===== src/rtl/multiplier_seq_if.sv =====
// multiplier_seq_if: operand/result valid-ready handshake bundle for multiplier_seq
interface multiplier_seq_if #(parameter int N = 4);
  logic           in_valid;
  logic           in_ready;
  logic           in_signed;
  logic [N-1:0]   multiplicand;
  logic [N-1:0]   multiplier;
  logic           out_valid;
  logic           out_ready;
  logic [2*N-1:0] product;
  logic           busy;
  modport master (
    output in_valid, in_signed, multiplicand, multiplier, out_ready,
    input  in_ready, out_valid, product, busy
  );
  modport slave (
    input  in_valid, in_signed, multiplicand, multiplier, out_ready,
    output in_ready, out_valid, product, busy
  );
endinterface


===== src/rtl/multiplier_seq.sv =====
// multiplier_seq: N-bit shift-and-add multiplier with valid/ready in and out; MULTIPLIER_SIGNED_EN adds per-op signed mode
module multiplier_seq #(
  parameter int N = 4
) (
  input logic             clock,
  input logic             n_reset,
  multiplier_seq_if.slave bus
);
  localparam int CW = $clog2(N);
  typedef enum logic [1:0] {IDLE, RUN, DONE} state_t;
  state_t        state_q;
  logic [N-1:0]  a_q, q_q, m_q, addend;
  logic [CW-1:0] count_q;
  logic [N:0]    sum_d;
  logic          last;
  assign last   = count_q == CW'(N - 1);
  assign addend = q_q[0] ? m_q : '0;
`ifdef MULTIPLIER_SIGNED_EN
  logic sgn_q;
  // the final iteration subtracts because Q's top bit carries negative weight
  always_comb
    sum_d = !sgn_q ? {1'b0, a_q} + {1'b0, addend}
          : last   ? {a_q[N-1], a_q} - {addend[N-1], addend}
          :          {a_q[N-1], a_q} + {addend[N-1], addend};
`else
  // N+1-bit sum keeps the carry so the shift preserves it
  always_comb sum_d = {1'b0, a_q} + {1'b0, addend};
`endif
  // controller and datapath: accept in IDLE, iterate N times, hold result in DONE
  always_ff @(posedge clock or negedge n_reset) begin
    if (!n_reset) begin
      state_q <= IDLE;
      a_q     <= '0;
      q_q     <= '0;
      m_q     <= '0;
      count_q <= '0;
`ifdef MULTIPLIER_SIGNED_EN
      sgn_q   <= 1'b0;
`endif
    end else begin
      case (state_q)
        IDLE:
          if (bus.in_valid) begin
            a_q     <= '0;
            q_q     <= bus.multiplier;
            m_q     <= bus.multiplicand;
            count_q <= '0;
`ifdef MULTIPLIER_SIGNED_EN
            sgn_q   <= bus.in_signed;
`endif
            state_q <= RUN;
          end
        RUN: begin
          {a_q, q_q} <= {sum_d, q_q[N-1:1]};
          count_q    <= count_q + 1'b1;
          if (last) state_q <= DONE;
        end
        DONE:
          if (bus.out_ready) state_q <= IDLE;
        default: state_q <= IDLE;
      endcase
    end
  end
  assign bus.in_ready  = state_q == IDLE;
  assign bus.out_valid = state_q == DONE;
  assign bus.busy      = state_q != IDLE;
  assign bus.product   = {a_q, q_q};
endmodule


===== src/flat_wrapper.sv =====
// flat-port wrapper written by rule: the top's interface ports become plain ports
module multiplier_seq_flat 
#(
  parameter int N = 4
)
  (clock, n_reset, bus_in_valid, bus_in_signed, bus_multiplicand, bus_multiplier, bus_out_ready, bus_in_ready, bus_out_valid, bus_product, bus_busy);
  multiplier_seq_if #(.N(N)) bus_i ();
  input logic clock;
  input logic n_reset;
  input wire logic [$bits(bus_i.in_valid)-1:0] bus_in_valid;
  input wire logic [$bits(bus_i.in_signed)-1:0] bus_in_signed;
  input wire logic [$bits(bus_i.multiplicand)-1:0] bus_multiplicand;
  input wire logic [$bits(bus_i.multiplier)-1:0] bus_multiplier;
  input wire logic [$bits(bus_i.out_ready)-1:0] bus_out_ready;
  output wire logic [$bits(bus_i.in_ready)-1:0] bus_in_ready;
  output wire logic [$bits(bus_i.out_valid)-1:0] bus_out_valid;
  output wire logic [$bits(bus_i.product)-1:0] bus_product;
  output wire logic [$bits(bus_i.busy)-1:0] bus_busy;
  assign bus_i.in_valid = bus_in_valid;
  assign bus_i.in_signed = bus_in_signed;
  assign bus_i.multiplicand = bus_multiplicand;
  assign bus_i.multiplier = bus_multiplier;
  assign bus_i.out_ready = bus_out_ready;
  assign bus_in_ready = bus_i.in_ready;
  assign bus_out_valid = bus_i.out_valid;
  assign bus_product = bus_i.product;
  assign bus_busy = bus_i.busy;
  multiplier_seq #(.N(N)) u_core (.clock(clock), .n_reset(n_reset), .bus(bus_i));
endmodule

===== config.mk =====
export PLATFORM = sky130hd
export DESIGN_NAME = multiplier_seq_flat
export DESIGN_NICKNAME = d
export VERILOG_FILES = /design/src/rtl/multiplier_seq_if.sv /design/src/rtl/multiplier_seq.sv /design/src/flat_wrapper.sv
export SDC_FILE = /design/constraint.sdc
export NUM_CORES = 1
export LEC_CHECK = 0
export ABC_AREA = 0
export CAP_MARGIN = 20
export CORE_ASPECT_RATIO = 0.8
export CORE_MARGIN = 2
export CORE_UTILIZATION = 46
export DETAILED_ROUTE_END_ITERATION = 7
export PLACE_DENSITY = 0.76
export SLEW_MARGIN = 5
export SYNTH_ARGS = -nofsm -noshare
export SYNTH_HDL_FRONTEND = slang
export SYNTH_SLANG_ARGS = --single-unit

===== constraint.sdc =====
create_clock -name clock -period 1.85 [get_ports clock]
set_clock_uncertainty 0.05 [all_clocks]
set_input_delay 0.2775 -clock clock [delete_from_list [all_inputs] [get_ports clock]]
set_output_delay 0.2775 -clock clock [all_outputs]
set_load 0.02 [all_outputs]

* After elaboration in Yosys (flattened, before gate mapping)
Cells that the tools add are included.
** Storage, ports and cells
- Bits of input ports :: 13
- Flip-flop bits (word level) :: 16
- Logic and storage cells :: 30
- Output and inout port bits :: 11
** Cells by class
- Equal/unequal tests :: 6
- Add/sub/neg operators :: 2
- Multiplexer cells :: 11
- Reduce and logical (&&, ||, !) cells :: 6
** Operators with widths (count)
- one-hot mux 4 bit (2 select lines) :: 2
- two-way mux 4 bit :: 3
- two-way mux 2 bit :: 4
- one-hot mux 2 bit (3 select lines) :: 1
- adder 4 x 4 -> 5 bit :: 1
- equality test 2 bit (second input constant) :: 2
- inequality test 2 bit (second input constant) :: 2
- one-hot mux 2 bit (2 select lines) :: 1
- AND reduction 2 bit :: 2
- nonzero test 2 bit :: 2
- AND reduction 3 bit :: 1
- adder 2 x 1 -> 2 bit (second input constant) :: 1
- equality test 2 x 1 -> 1 bit (second input constant) :: 1
- logical NOT 2 bit :: 1
- inequality test 2 x 1 -> 1 bit (second input constant) :: 1

* Depth between registers and ports, before layout
Gate-level depths: netlist (run 1).
- Word-level depth :: 3
- Mapped depth :: 8
- Gate-level depth less buffers :: 8

* Worst setup path after synthesis (run 1)
Ideal clock, no wire load.
- Path kind :: reg2reg
- Start point :: register u_core.q_q[0]
- End point :: register u_core.a_q[3]
- Period minus slack after synthesis :: 1669 ps
- Path slack :: 181 ps
- Cell stages (with the launch flop) :: 9
- Arrival time :: 1536 ps
- Cells stage by stage :: dfrtp_1 and2_1 ha_1 inv_1 fa_1 inv_1 a21o_1 a21oi_1 o21ai_0
** Between the ends
- Word-level cells in the longest chain between the ends :: 3
** RTL lines
- start: declaration :: RTL line multiplier_seq.sv:12 : logic [N-1:0] a_q, q_q, m_q, addend;
- start signal: assignment :: RTL line multiplier_seq.sv:45 : q_q <= bus.multiplier;
- start signal: assignment :: RTL line multiplier_seq.sv:54 : {a_q, q_q} <= {sum_d, q_q[N-1:1]};
- two-way mux 4 bit :: RTL line multiplier_seq.sv:17 : assign addend = q_q[0] ? m_q : '0;
- adder 4 x 4 -> 5 bit :: RTL line multiplier_seq.sv:27 : always_comb sum_d = {1'b0, a_q} + {1'b0, addend};
- one-hot mux 4 bit (2 select lines) :: RTL line multiplier_seq.sv:41 : case (state_q)
- end signal: assignment :: RTL line multiplier_seq.sv:54
- end: declaration :: RTL line multiplier_seq.sv:12
Every way passes these cells.
A chain may end at the register's enable or synchronous reset.

* Final worst setup path (run 1)
- Start point :: register u_core.state_q[0]
- End point :: output bus_busy
** Between the ends
- Word-level cells in the longest chain between the ends :: 1
** RTL lines
- start: declaration :: RTL line multiplier_seq.sv:11 : state_t state_q;
- start signal: assignment :: RTL line multiplier_seq.sv:32 : state_q <= IDLE;
- start signal: assignment :: RTL line multiplier_seq.sv:51 : state_q <= RUN;
- start signal: assignment :: RTL line multiplier_seq.sv:56 : if (last) state_q <= DONE;
- nonzero test 2 bit :: RTL line multiplier_seq.sv:66 : assign bus.busy = state_q != IDLE;
- end: declaration :: RTL line flat_wrapper.sv:18 : output wire logic [$bits(bus_i.busy)-1:0] bus_busy;
Every way passes these cells.

==> results of run 1 <==
[critical path: cells and delay by family, from the launching register on]
family                 cells  cell delay, ns
AND/OR/NAND/NOR            1            0.14
flip-flops                 1            0.43
buffers and inverters      2            0.57
[kinds of logic (layout without fill, tap and decap cells)]
logic type      count (synthesis)  in the layout
compound gates                 24             24
xor+xnor                        2              2
fa+ha+maj                       6              6
buf+inv                         8             35
flops                          16             16
mux                             4              4
simple gates                   20             20
[cell type report]
cell class,count,area (sq um),share of cell area [%]
multi-input cells,56,427.9,36.85
well taps,24,30.03,2.586
clock buffers,4,36.28,3.125
inverters,6,22.52,1.940
flip-flops and latches,16,400.4,34.48
repair buffers,25,244.0,21.01
[where the power goes]
group          switching [mW]  leakage [nW]  internal (mW)  total, mW
combinational           0.459         0.345          0.489      0.948
clock                   0.104        0.0210          0.120      0.224
sequential              0.126         0.200          0.506      0.632
[routing by layer]
metal	share of wire (%)	GRT usage, %	vias up	wire length, um
li1	-	-	327	-
met1	50	22.00	302	836
met2	43	24.50	13	719
met3	5.3	7.394	2	88
met4	0.72	4.615	0	12
met5	0	0	-	0
[worst min path at each step]
stage                                 start                end
final                               n_reset  u_core.count_q[0]
after global routing                n_reset      u_core.q_q[3]
after CTS                           n_reset      u_core.a_q[0]
after detailed placement  u_core.count_q[1]  u_core.count_q[1]
after global placement    u_core.count_q[1]  u_core.count_q[1]
after floorplan                     n_reset      u_core.a_q[0]
[layout by cell type, fill, tap and decap left out, types with 2 or more instances in the layout]
cell type,count
clkdlybuf4s50_1,20
dfrtp_1,16
o21ai_0,9
nand2_1,7
a21oi_1,7
inv_1,6
nor2b_1,5
ha_1,5
mux2_4,4
and2_1,3
a22oi_1,3
clkbuf_4,3
buf_4,3
a21o_1,2
xor2_1,2
a22o_1,2
[flip-flops by register name, indices dropped and copies added, names as in the netlist]
name and flops:
u_core.count_q 2, u_core.m_q 4, u_core.q_q 4, u_core.state_q 2
u_core.a_q 4
[per-stage QoR]
step / instances / hold WS, ns / utilization, %
finish: 131 / 0.2515 / 63.74
floorplan: 80 / -0.06809 / -
global route: 131 / 0.2631 / 63.74
CTS: 131 / 0.2463 / 63.60
global placement: 127 / 0.4373 / 61.68
detailed placement: 127 / 0.4463 / 61.68
==> qor_table.md, run 1 <==
| Stage | Metric | Value |
|---|---|---|
| outcome | Outcome | finished clean |
| floorplan | Initial Utilization | 47.53% |
| cells and area | Finished layout cell area | 0.001161 sq mm |
| detailed routing | Vias per inst | 4.916 |
| critical path | Worst setup path category | flip-flop to output pin |
| synthesis | Post-synthesis share of cell area spent on xor and xnor gates | 2.023% |
| synthesis | Top flip-flop cell by instance count after synthesis | dfrtp_1 |
| clock network | Number of clock sinks | 16 |
| synthesis | Flip-flop and latch count after synthesis | 16 |
| synthesis | Multiplexer fraction of the synthesized cell area | 6.936% |
| pwr | Overall power consumption | 1.804 mW |
| synthesis | Mean post-synth cell area | 10.82 sq um |
| synthesis | Area fraction in and, or, nand and nor cells after synthesis | 14.02% |
| critical path | Crit path required time | 1.52 ns |
| clock network | TritonCTS clock tree | built |
| timing | Setup repair after global routing missed its margin | no |
| synthesis | Synth Area in Compound Gates | 16.91% |
| pwr | Pwr per Cell Area | 1554 mW/mm^2 |
| critical path | Worst reg2reg setup slack | 0.17 ns |
| global route | Global-route wire length before repair | 2.670 mm |
| synthesis | FFs w/ async S/R, synth | 100.0% |
| detailed routing | Routed via count | 644 |
| timing | Final slew viol count | 0 |
| critical path | Largest stage delay on the critical path | 0.53 ns |
| detailed routing | DRC Markers | 0 |
| timing | Setup total negative slack | 0 ns |
| critical path | Launching instance or port of the critical path | u_core.state_q[0] |
| floorplan | Die Span Y | 42.81 um |
| pwr | Highest ir drop seen on vdd | 0.8958 mV |
| clock network | Maximum level of the CTS H-tree | 1 |
| place | Detail Placement HPWL | 1.263 mm |
| critical path | Reg2Reg Launch Point | u_core.q_q[0] |
| pwr | Leak pwr | 0.5665 nW |
| synthesis | Top cell types by occurrence after synthesis | dfrtp_1, o21ai_0, a21oi_1, nand2_1, inv_1 |
| detailed routing | DRT Pass-1 Iters | 4 |
| clock network | Clk root buf | clkbuf_4 |
| critical path | CP arrival | 1.42 ns |
| cells and area | Synthesis-to-layout area growth | 34.10% |
| timing | Final critical-path setup slack | 0.09828 ns |
| synthesis | Synthesized-area fraction occupied by adder cells | 9.538% |
| clock network | Buffer count from post-CTS setup fixing | 0 |
| synthesis | Post-synthesis cell type with the largest combined area | dfrtp_1 |
| place | Placer congestion estimate | 0.7975 |
| clock network | CTS buffer count | 3 |
| critical path | CP Launch Type | flip-flop |
| cells and area | Fill count | 162 |
| timing | Tightest slew margin relative to the limit | 74.03% |
| critical path | Worst reg2reg path endpoint | u_core.a_q[3] |
| detailed routing | Wire length reported by the detailed router | 1.656 mm |
| synthesis | Main area contributors after synthesis | dfrtp_1, ha_1, mux2_4 |
| timing | Final number of hold-violating endpoints | 0 |
| place | Instance area after placement | 0.001124 sq mm |
| critical path | Crit path max-delay cell type | clkdlybuf4s50_1 |
| detailed routing | Antenna Violating Nets Remaining | 0 |
| detailed routing | Post-DR wirelength/cell | 12.64 um |
| synthesis | Top cell type's share of synthesized area | 46.24% |
| clock network | Clock latency at the later pin of the worst-skew pair | 0.28 ns |
| global route | Antenna violations before repair | 0 |
| timing | Post-route minimum period | 1.752 ns |
| timing | Post-route clock period utilization | 94.69% |
| critical path | CP Max Fanout | 3 |
| synthesis | Cell with the most instances after synthesis | dfrtp_1 |
| detailed routing | Detailed Route Iter0 Violations | 12 |
| global route | Vias in the first global route | 617 |
| synthesis | Combined area of all synthesized cells | 865.8 sq um |
| global route | GRT Total Usage | 16.59% |
| global route | Pin count of the biggest net entering global routing | 17 |
| floorplan | Die W | 52.51 um |
| critical path | Cells along the critical path | nor2_4 > inv_1 > clkdlybuf4s50_1 |
| floorplan | Number of ports placed on the die boundary | 24 |
| place | Worst setup slack after placement | 0.1817 ns |
| cells and area | Antenna Cells | 0 |
| floorplan | CORE AREA | 0.001822 sq mm |
| critical path | Depth of the worst register-to-register path | 8 |
| synthesis | Part of the Yosys area used for sequential elements | 46.24% |
| timing | Timing-limited maximum frequency | 570.9 MHz |
| synthesis | Library cells used by synthesis | 21 |
| cells and area | Fraction of layout instances using a drive strength above 1 | 14.02% |
| synthesis | Number of enable-type register cells in the synthesized netlist | 0 |
| floorplan | Std cell rows | 14 |
| timing | Worst-Margin Slew | 0.3893 ns |
| synthesis | Synth Warn # | 0 |
| place | Count of buffers inserted at the top-level ports | 22 |
| critical path | Crit. End Element | output pin |
| worst hold path | Type of the worst min-delay path | input port to async pin |
| clock network | Number of hold-repair buffers added at the cts stage | 0 |
| clock network | Maximum number of buffers from clock root to sink | 2 |
| cells and area | Nets | 127 |
| synthesis | Dominant combinational cell family by area after synthesis | compound AO/OA/AOI/OAI gates |
| timing | Final-report setup violation count | 0 |
| clock network | Clock-pin slew reported for the worst setup and hold paths after clock tree synthesis | 0.09 ns |
| critical path | Termination of the worst setup path | bus_busy |
| floorplan | Die footprint | 0.002247 sq mm |
| global route | Global route overflow | 0 |
| clock network | Cts repair resizes | 1 |
| synthesis | Post-Synthesis Net Count | 99 |
| run | Number of max-cap violations | 0 |
| synthesis | Number of instances in the synthesized netlist | 80 |
(Power assumes the default switching activity.)
==> inputs of run 2 (changes only) <==
--- a/config.mk
+++ b/config.mk
@@ -11,6 +11,7 @@
 export CORE_MARGIN = 2
 export CORE_UTILIZATION = 46
 export DETAILED_ROUTE_END_ITERATION = 7
+export GPL_TIMING_DRIVEN = 0
 export PLACE_DENSITY = 0.76
 export SLEW_MARGIN = 5
 export SYNTH_ARGS = -nofsm -noshare
==> constraint.sdc (replaced) <==
create_clock -name clock -period 1.75 [get_ports clock]
set_clock_uncertainty 0.05 [all_clocks]
set_input_delay 0.2625 -clock clock [delete_from_list [all_inputs] [get_ports clock]]
set_output_delay 0.2625 -clock clock [all_outputs]
set_load 0.02 [all_outputs]
==> qor_table.md, run 2 (synthesis gave the netlist of run 1 again) <==
| Stage | Metric | Value |
|---|---|---|
| cells and area | Synthesis-to-layout area growth | 32.51% |
| critical path | CP arrival | 1.79 ns |
| timing | Final-report setup violation count | 0 |
| floorplan | Die footprint | 0.002247 sq mm |
| critical path | Crit path max-delay cell type | dfrtp_1 |
| worst hold path | Type of the worst min-delay path | input port to async pin |
| detailed routing | DRT Pass-1 Iters | 4 |
| critical path | Crit. End Element | flip-flop |
| timing | Post-route minimum period | 1.661 ns |
| timing | Worst-Margin Slew | 0.7193 ns |
| pwr | Overall power consumption | 1.906 mW |
| place | Detail Placement HPWL | 1.283 mm |
| pwr | Highest ir drop seen on vdd | 0.8985 mV |
| cells and area | Most common cell after layout, fill and taps aside | clkdlybuf4s50_1 |
| detailed routing | Antenna Violating Nets Remaining | 0 |
| clock network | Clock-pin slew reported for the worst setup and hold paths after clock tree synthesis | 0.09 ns |
| global route | Vias in the first global route | 653 |
| critical path | Worst reg2reg setup slack | 0.09 ns |
| critical path | CP Launch Type | flip-flop |
| floorplan | CORE AREA | 0.001822 sq mm |
| timing | Setup repair after global routing missed its margin | yes |
| pwr | Power dissipated by switching net loads | 0.7399 mW |
| place | Worst setup slack after placement | 0.07587 ns |
| clock network | TritonCTS clock tree | built |
| run | Number of max-cap violations | 0 |
| detailed routing | Wire length reported by the detailed router | 1.739 mm |
| detailed routing | Uppermost layer routed | met4 |
| cells and area | Post-layout util | 62.98% |
| detailed routing | DRC Markers | 0 |
| cells and area | Finished layout cell area | 0.001147 sq mm |
| critical path | Buf+Inv Stages, Crit Path | 1 |
| timing | Post-route clock period utilization | 94.89% |
| cells and area | Nets | 126 |
| timing | Timing-limited maximum frequency | 602.2 MHz |
| place | Instance area after placement | 0.001116 sq mm |
| pwr | Sequential share of power | 34.3% |
| detailed routing | Routed via count | 643 |
| clock network | Clk root buf | clkbuf_4 |
| pwr | Proportion of power drawn by combinational gates | 52.9% |
| outcome | Outcome | finished clean |
| cells and area | Most frequent cells in the layout | clkdlybuf4s50_1, dfrtp_1, o21ai_0 |
| pwr | Int Power | 1.166 mW |
| pwr | Leak pwr | 0.5482 nW |
| pwr | Net switching fraction of the power | 38.81% |
| critical path | Crit path required time | 1.88 ns |
| timing | Tightest slew margin relative to the limit | 51.89% |
| cells and area | Leading registers by flop count | u_core.a_q x4, u_core.m_q x4, u_core.q_q x4 |
| critical path | Largest stage delay on the critical path | 0.43 ns |
| global route | Global route overflow | 0 |
| clock network | Maximum level of the CTS H-tree | 1 |
| cells and area | Fraction of layout instances using a drive strength above 1 | 15.09% |
| cells and area | Antenna Cells | 0 |
| clock network | Buffer count from post-CTS setup fixing | 0 |
| floorplan | Die Span Y | 42.81 um |
| global route | Pin count of the biggest net entering global routing | 17 |
| critical path | Worst setup path category | flip-flop to flip-flop |
| detailed routing | Post-DR wirelength/cell | 13.38 um |
| critical path | Gate family responsible for the most delay along the worst path | compound AO/OA/AOI/OAI gates |
| critical path | CP Max Fanout | 6 |
| floorplan | Initial Utilization | 47.53% |
| clock network | Number of clock sinks | 16 |
| detailed routing | Wire length on met3 | 108 um |
| clock network | CTS buffer count | 3 |
| clock network | Number of hold-repair buffers added at the cts stage | 0 |
| timing | Final slew viol count | 0 |
| floorplan | Number of ports placed on the die boundary | 24 |
| detailed routing | Vias per inst | 4.946 |
| detailed routing | Detailed Route Iter0 Violations | 6 |
| pwr | Clk pwr share | 12.8% |
| place | Count of buffers inserted at the top-level ports | 22 |
| global route | Antenna violations before repair | 0 |
| clock network | Clock latency at the later pin of the worst-skew pair | 0.29 ns |
| floorplan | Die W | 52.51 um |
| timing | Final critical-path setup slack | 0.08939 ns |
| detailed routing | Routed length on met1 | 846 um |
| global route | Global-route wire length before repair | 2.967 mm |
| place | Placer congestion estimate | 0.7890 |
| critical path | Cells along the critical path | nand2_1 > inv_1 > ha_1 > a21o_1 > a21oi_1 > xor2_1 > o21ai_0 |
| timing | Worst hold margin | 0.3398 ns |
| detailed routing | Detail Route met2 WL | 732 um |
| global route | GRT Total Usage | 19.15% |
| clock network | Maximum number of buffers from clock root to sink | 2 |
| timing | Final number of hold-violating endpoints | 0 |
| floorplan | Std cell rows | 14 |
| pwr | Pwr per Cell Area | 1661 mW/mm^2 |
run 2: final timing paths:
check	start	endpoint	depth (start not counted)
min reg2reg	u_core.m_q[0]	u_core.m_q[0]	1
max	u_core.q_q[0]	u_core.a_q[2]	7
min	n_reset	u_core.a_q[1]	1
max reg2reg	u_core.q_q[0]	u_core.a_q[2]	7
max in group asynchronous	n_reset	u_core.q_q[2]	1
min in group clock	u_core.m_q[0]	u_core.m_q[0]	1
run 2: worst register-to-register path: stages, from the launching register on:
cell and delay (ns):
dfrtp_1 0.43, nand2_1 0.14, inv_1 0.06, ha_1 0.26, a21o_1 0.17, a21oi_1 0.18, xor2_1 0.18, o21ai_0 0.09
run 2: metal layers:
| metal | global-route usage (%) | vias to the layer above |
|---|---|---|
| met5 | 0 | - |
| met4 | 12.31 | 0 |
| met3 | 8.099 | 5 |
| met2 | 25.50 | 14 |
| met1 | 25.06 | 299 |
| li1 | - | 325 |
run 2: metrics by stage:
stage | cells | setup TNS, ns
detailed placement | 126 | 0
floorplan | 80 | 0
global route | 130 | -0.02841
global placement | 126 | 0
CTS | 130 | 0
finish | 130 | 0
run 2: what timing repair did:
| action | 4_1_cts | 5_1_grt |
|---|---|---|
| gates resized for setup | 3 | 4 |
| gates cloned | 0 | 0 |
| setup endpoints to repair | 3 | 3 |
run 2: power groups by stage:
stage,Clock [mW],Sequential [mW],Combinational (mW)
finish,0.243,0.654,1.01
detailed placement,0,0.660,1.03
global placement,0,0.656,1.00
global route,0.273,0.680,1.12
CTS,0.257,0.654,1.02
floorplan,0,0.717,0.608
run 2: cell type report:
cell class                      instances  area (sq um)
Timing Repair Buffer                   22         212.7
Sequential cell                        16         400.4
Buffer                                  2         15.01
Clock buffer                            4         36.28
Multi-Input combinational cell         56         430.4
Inverter                                6         22.52
Tap cell                               24         30.03
Fill cell                             158         674.4
==> inputs of run 3 (changes only) <==
--- a/config.mk
+++ b/config.mk
@@ -7,12 +7,12 @@
 export LEC_CHECK = 0
 export ABC_AREA = 0
 export CAP_MARGIN = 20
-export CORE_ASPECT_RATIO = 0.8
 export CORE_MARGIN = 2
-export CORE_UTILIZATION = 46
+export CORE_UTILIZATION = 60
 export DETAILED_ROUTE_END_ITERATION = 7
+export DONT_BUFFER_PORTS = 1
 export GPL_TIMING_DRIVEN = 0
-export PLACE_DENSITY = 0.76
+export PLACE_DENSITY = 0.75
 export SLEW_MARGIN = 5
 export SYNTH_ARGS = -nofsm -noshare
 export SYNTH_HDL_FRONTEND = slang
==> constraint.sdc (replaced) <==
create_clock -name clock -period 2.1 [get_ports clock]
set_clock_uncertainty 0.05 [all_clocks]
set_input_delay 0.315 -clock clock [delete_from_list [all_inputs] [get_ports clock]]
set_output_delay 0.315 -clock clock [all_outputs]
set_load 0.02 [all_outputs]
==> qor_table.md, run 3 (synthesis gave the netlist of run 1 again) <==
| Stage | Metric | Value |
|---|---|---|
| floorplan | Std cell rows | 13 |
| global route | Pin count of the biggest net entering global routing | 17 |
| floorplan | CORE AREA | 0.001318 sq mm |
| critical path | Largest stage delay on the critical path | 0.52 ns |
| clock network | Clk root buf | clkbuf_4 |
| detailed routing | DRT Pass-1 Iters | 4 |
| timing | Post-route minimum period | 1.794 ns |
| clock network | Clock-pin slew reported for the worst setup and hold paths after clock tree synthesis | 0.09 ns |
| timing | Post-route clock period utilization | 85.43% |
| timing | Worst-Margin Slew | 0.7045 ns |
| critical path | Worst reg2reg path endpoint | u_core.a_q[3] |
| global route | Global route overflow | 0 |
| place | Detail Placement HPWL | 1.067 mm |
| clock network | TritonCTS clock tree | built |
| floorplan | Die Span Y | 41.99 um |
| outcome | Outcome | finished clean |
| place | Placer congestion estimate | 0.7680 |
| place | Worst setup slack after placement | 0.3082 ns |
| pwr | Leak pwr | 0.4647 nW |
| floorplan | Die W | 41.99 um |
| critical path | Most common cell type on the critical path | inv_1 |
| critical path | Total stage count of the critical path | 8 |
| cells and area | Antenna Cells | 0 |
| cells and area | Most common cell after layout, fill and taps aside | dfrtp_1 |
| critical path | Crit path max-delay cell type | dfrtp_1 |
| cells and area | Most frequent cells in the layout | dfrtp_1, o21ai_0, nand2_1, a21oi_1, inv_1 |
| floorplan | Number of ports placed on the die boundary | 24 |
| timing | Final-report setup violation count | 0 |
| critical path | Gate family responsible for the most delay along the worst path | adder cells |
| critical path | Depth of the worst register-to-register path | 8 |
| cells and area | Multi-input gate area in the final layout | 427.9 sq um |
| detailed routing | Detailed Route Iter0 Violations | 10 |
| critical path | Crit path required time | 2.27 ns |
| cells and area | Leading registers by flop count | u_core.a_q x4, u_core.m_q x4, u_core.q_q x4 |
| critical path | Reg2Reg Launch Point | u_core.q_q[0] |
| critical path | Launching instance or port of the critical path | u_core.q_q[0] |
| global route | Global-route wire length before repair | 2.511 mm |
| global route | Antenna violations before repair | 0 |
| cells and area | Final cell count without fillers | 100 |
| detailed routing | Routed via count | 573 |
| clock network | Cts repair resizes | 0 |
| critical path | Buf+Inv Stages, Crit Path | 2 |
| timing | Setup total negative slack | 0 ns |
| pwr | Pwr per Cell Area | 1525 mW/mm^2 |
| floorplan | Initial Utilization | 65.72% |
| cells and area | Nets | 105 |
| cells and area | Fraction of layout instances using a drive strength above 1 | 16.47% |
| timing | Final slew viol count | 0 |
| critical path | Cells along the critical path | and2_1 > ha_1 > inv_1 > fa_1 > inv_1 > a21o_1 > a21oi_1 > o21ai_0 |
| global route | GRT Total Usage | 19.63% |
| critical path | Crit. End Element | flip-flop |
| worst hold path | Type of the worst min-delay path | input port to flip-flop |
| detailed routing | Wire length reported by the detailed router | 1.423 mm |
| timing | Tightest slew margin relative to the limit | 52.88% |
| cells and area | Fill count | 103 |
| timing | Final number of hold-violating endpoints | 0 |
| critical path | Worst setup path category | flip-flop to flip-flop |
| place | # placed instances | 95 |
| cells and area | Synthesis-to-layout area growth | 7.515% |
| clock network | CTS buffer count | 3 |
| critical path | CP arrival | 1.96 ns |
| critical path | Worst reg2reg setup slack | 0.31 ns |
| detailed routing | Vias per inst | 5.730 |
| pwr | Highest ir drop seen on vdd | 0.7856 mV |
| timing | Timing-limited maximum frequency | 557.4 MHz |
| global route | Vias in the first global route | 572 |
| place | Count of buffers inserted at the top-level ports | 0 |
| clock network | Clock latency at the later pin of the worst-skew pair | 0.29 ns |
| detailed routing | Antenna Violating Nets Remaining | 0 |
| cells and area | Post-layout util | 70.66% |
| clock network | Maximum number of buffers from clock root to sink | 2 |
| cells and area | Seq. cell area | 400.4 sq um |
| clock network | Number of clock sinks | 16 |
| clock network | Maximum level of the CTS H-tree | 1 |
| detailed routing | Post-DR wirelength/cell | 14.23 um |
| timing | Final critical-path setup slack | 0.3060 ns |
| run | Number of max-cap violations | 0 |
| critical path | Termination of the worst setup path | u_core.a_q[3] |
| critical path | CP Max Fanout | 6 |
| timing | Setup repair after global routing missed its margin | no |
| detailed routing | DRC Markers | 0 |
| floorplan | Die footprint | 0.001763 sq mm |
| timing | Worst hold margin | 0.1157 ns |
| critical path | CP Launch Type | flip-flop |
-- run 3: power by group --
part | internal [mW] | switching [mW]
clock network | 0.106 | 0.0991
logic | 0.292 | 0.301
registers | 0.444 | 0.178
total | 0.842 | 0.578
-- run 3: timing repair --
item                       in CTS  in global routing
setup endpoints to repair       0                  0
setup buffers                   0                  0
hold buffers                    1                  0
hold endpoints to repair       16                  0
-- run 3: through the flow --
stage | total power [mW] | area (sq um)
final | 1.420 | 930.9
after global routing | 1.546 | 930.9
after CTS | 1.439 | 930.9
after detailed placement | 1.223 | 884.6
after global placement | 1.206 | 884.6
after floorplan | 1.104 | 865.8
-- run 3: cell type report --
| cell class | instances | area share [%] |
|---|---|---|
| multi-input combinational | 56 | 45.97 |
| sequential | 16 | 43.01 |
| clock buffer | 4 | 3.898 |
| inverter | 6 | 2.419 |
| tap | 15 | 2.016 |
| buffer | 2 | 1.613 |
| timing repair buffer | 1 | 1.075 |
-- run 3: how the worst min path moves through the flow --
stage / to / cells after the start / slack, ns / start
after floorplan: u_core.a_q[0] / 0 / -0.03 / n_reset
after global placement: u_core.a_q[1] / 0 / -0.03 / n_reset
after detailed placement: u_core.a_q[1] / 0 / -0.03 / n_reset
after CTS: u_core.m_q[0] / 1 / 0.11 / bus_multiplicand[0]
after global routing: u_core.m_q[3] / 1 / 0.09 / bus_multiplicand[3]
final: u_core.m_q[0] / 1 / 0.12 / bus_multiplicand[0]
-- run 3: layer usage --
metal	routed length (um)	up-vias	global-route usage, %
li1	-	283	-
met1	672	266	25.78
met2	632	19	28.44
met3	73	5	4.741
met4	44	0	13.55
met5	0	-	0
-- run 3: worst register-to-register path, stage by stage, from the launching register on --
cell	delay, ns
dfrtp_1	0.52
and2_1	0.18
ha_1	0.16
inv_1	0.06
fa_1	0.39
inv_1	0.07
a21o_1	0.10
a21oi_1	0.05
o21ai_0	0.14
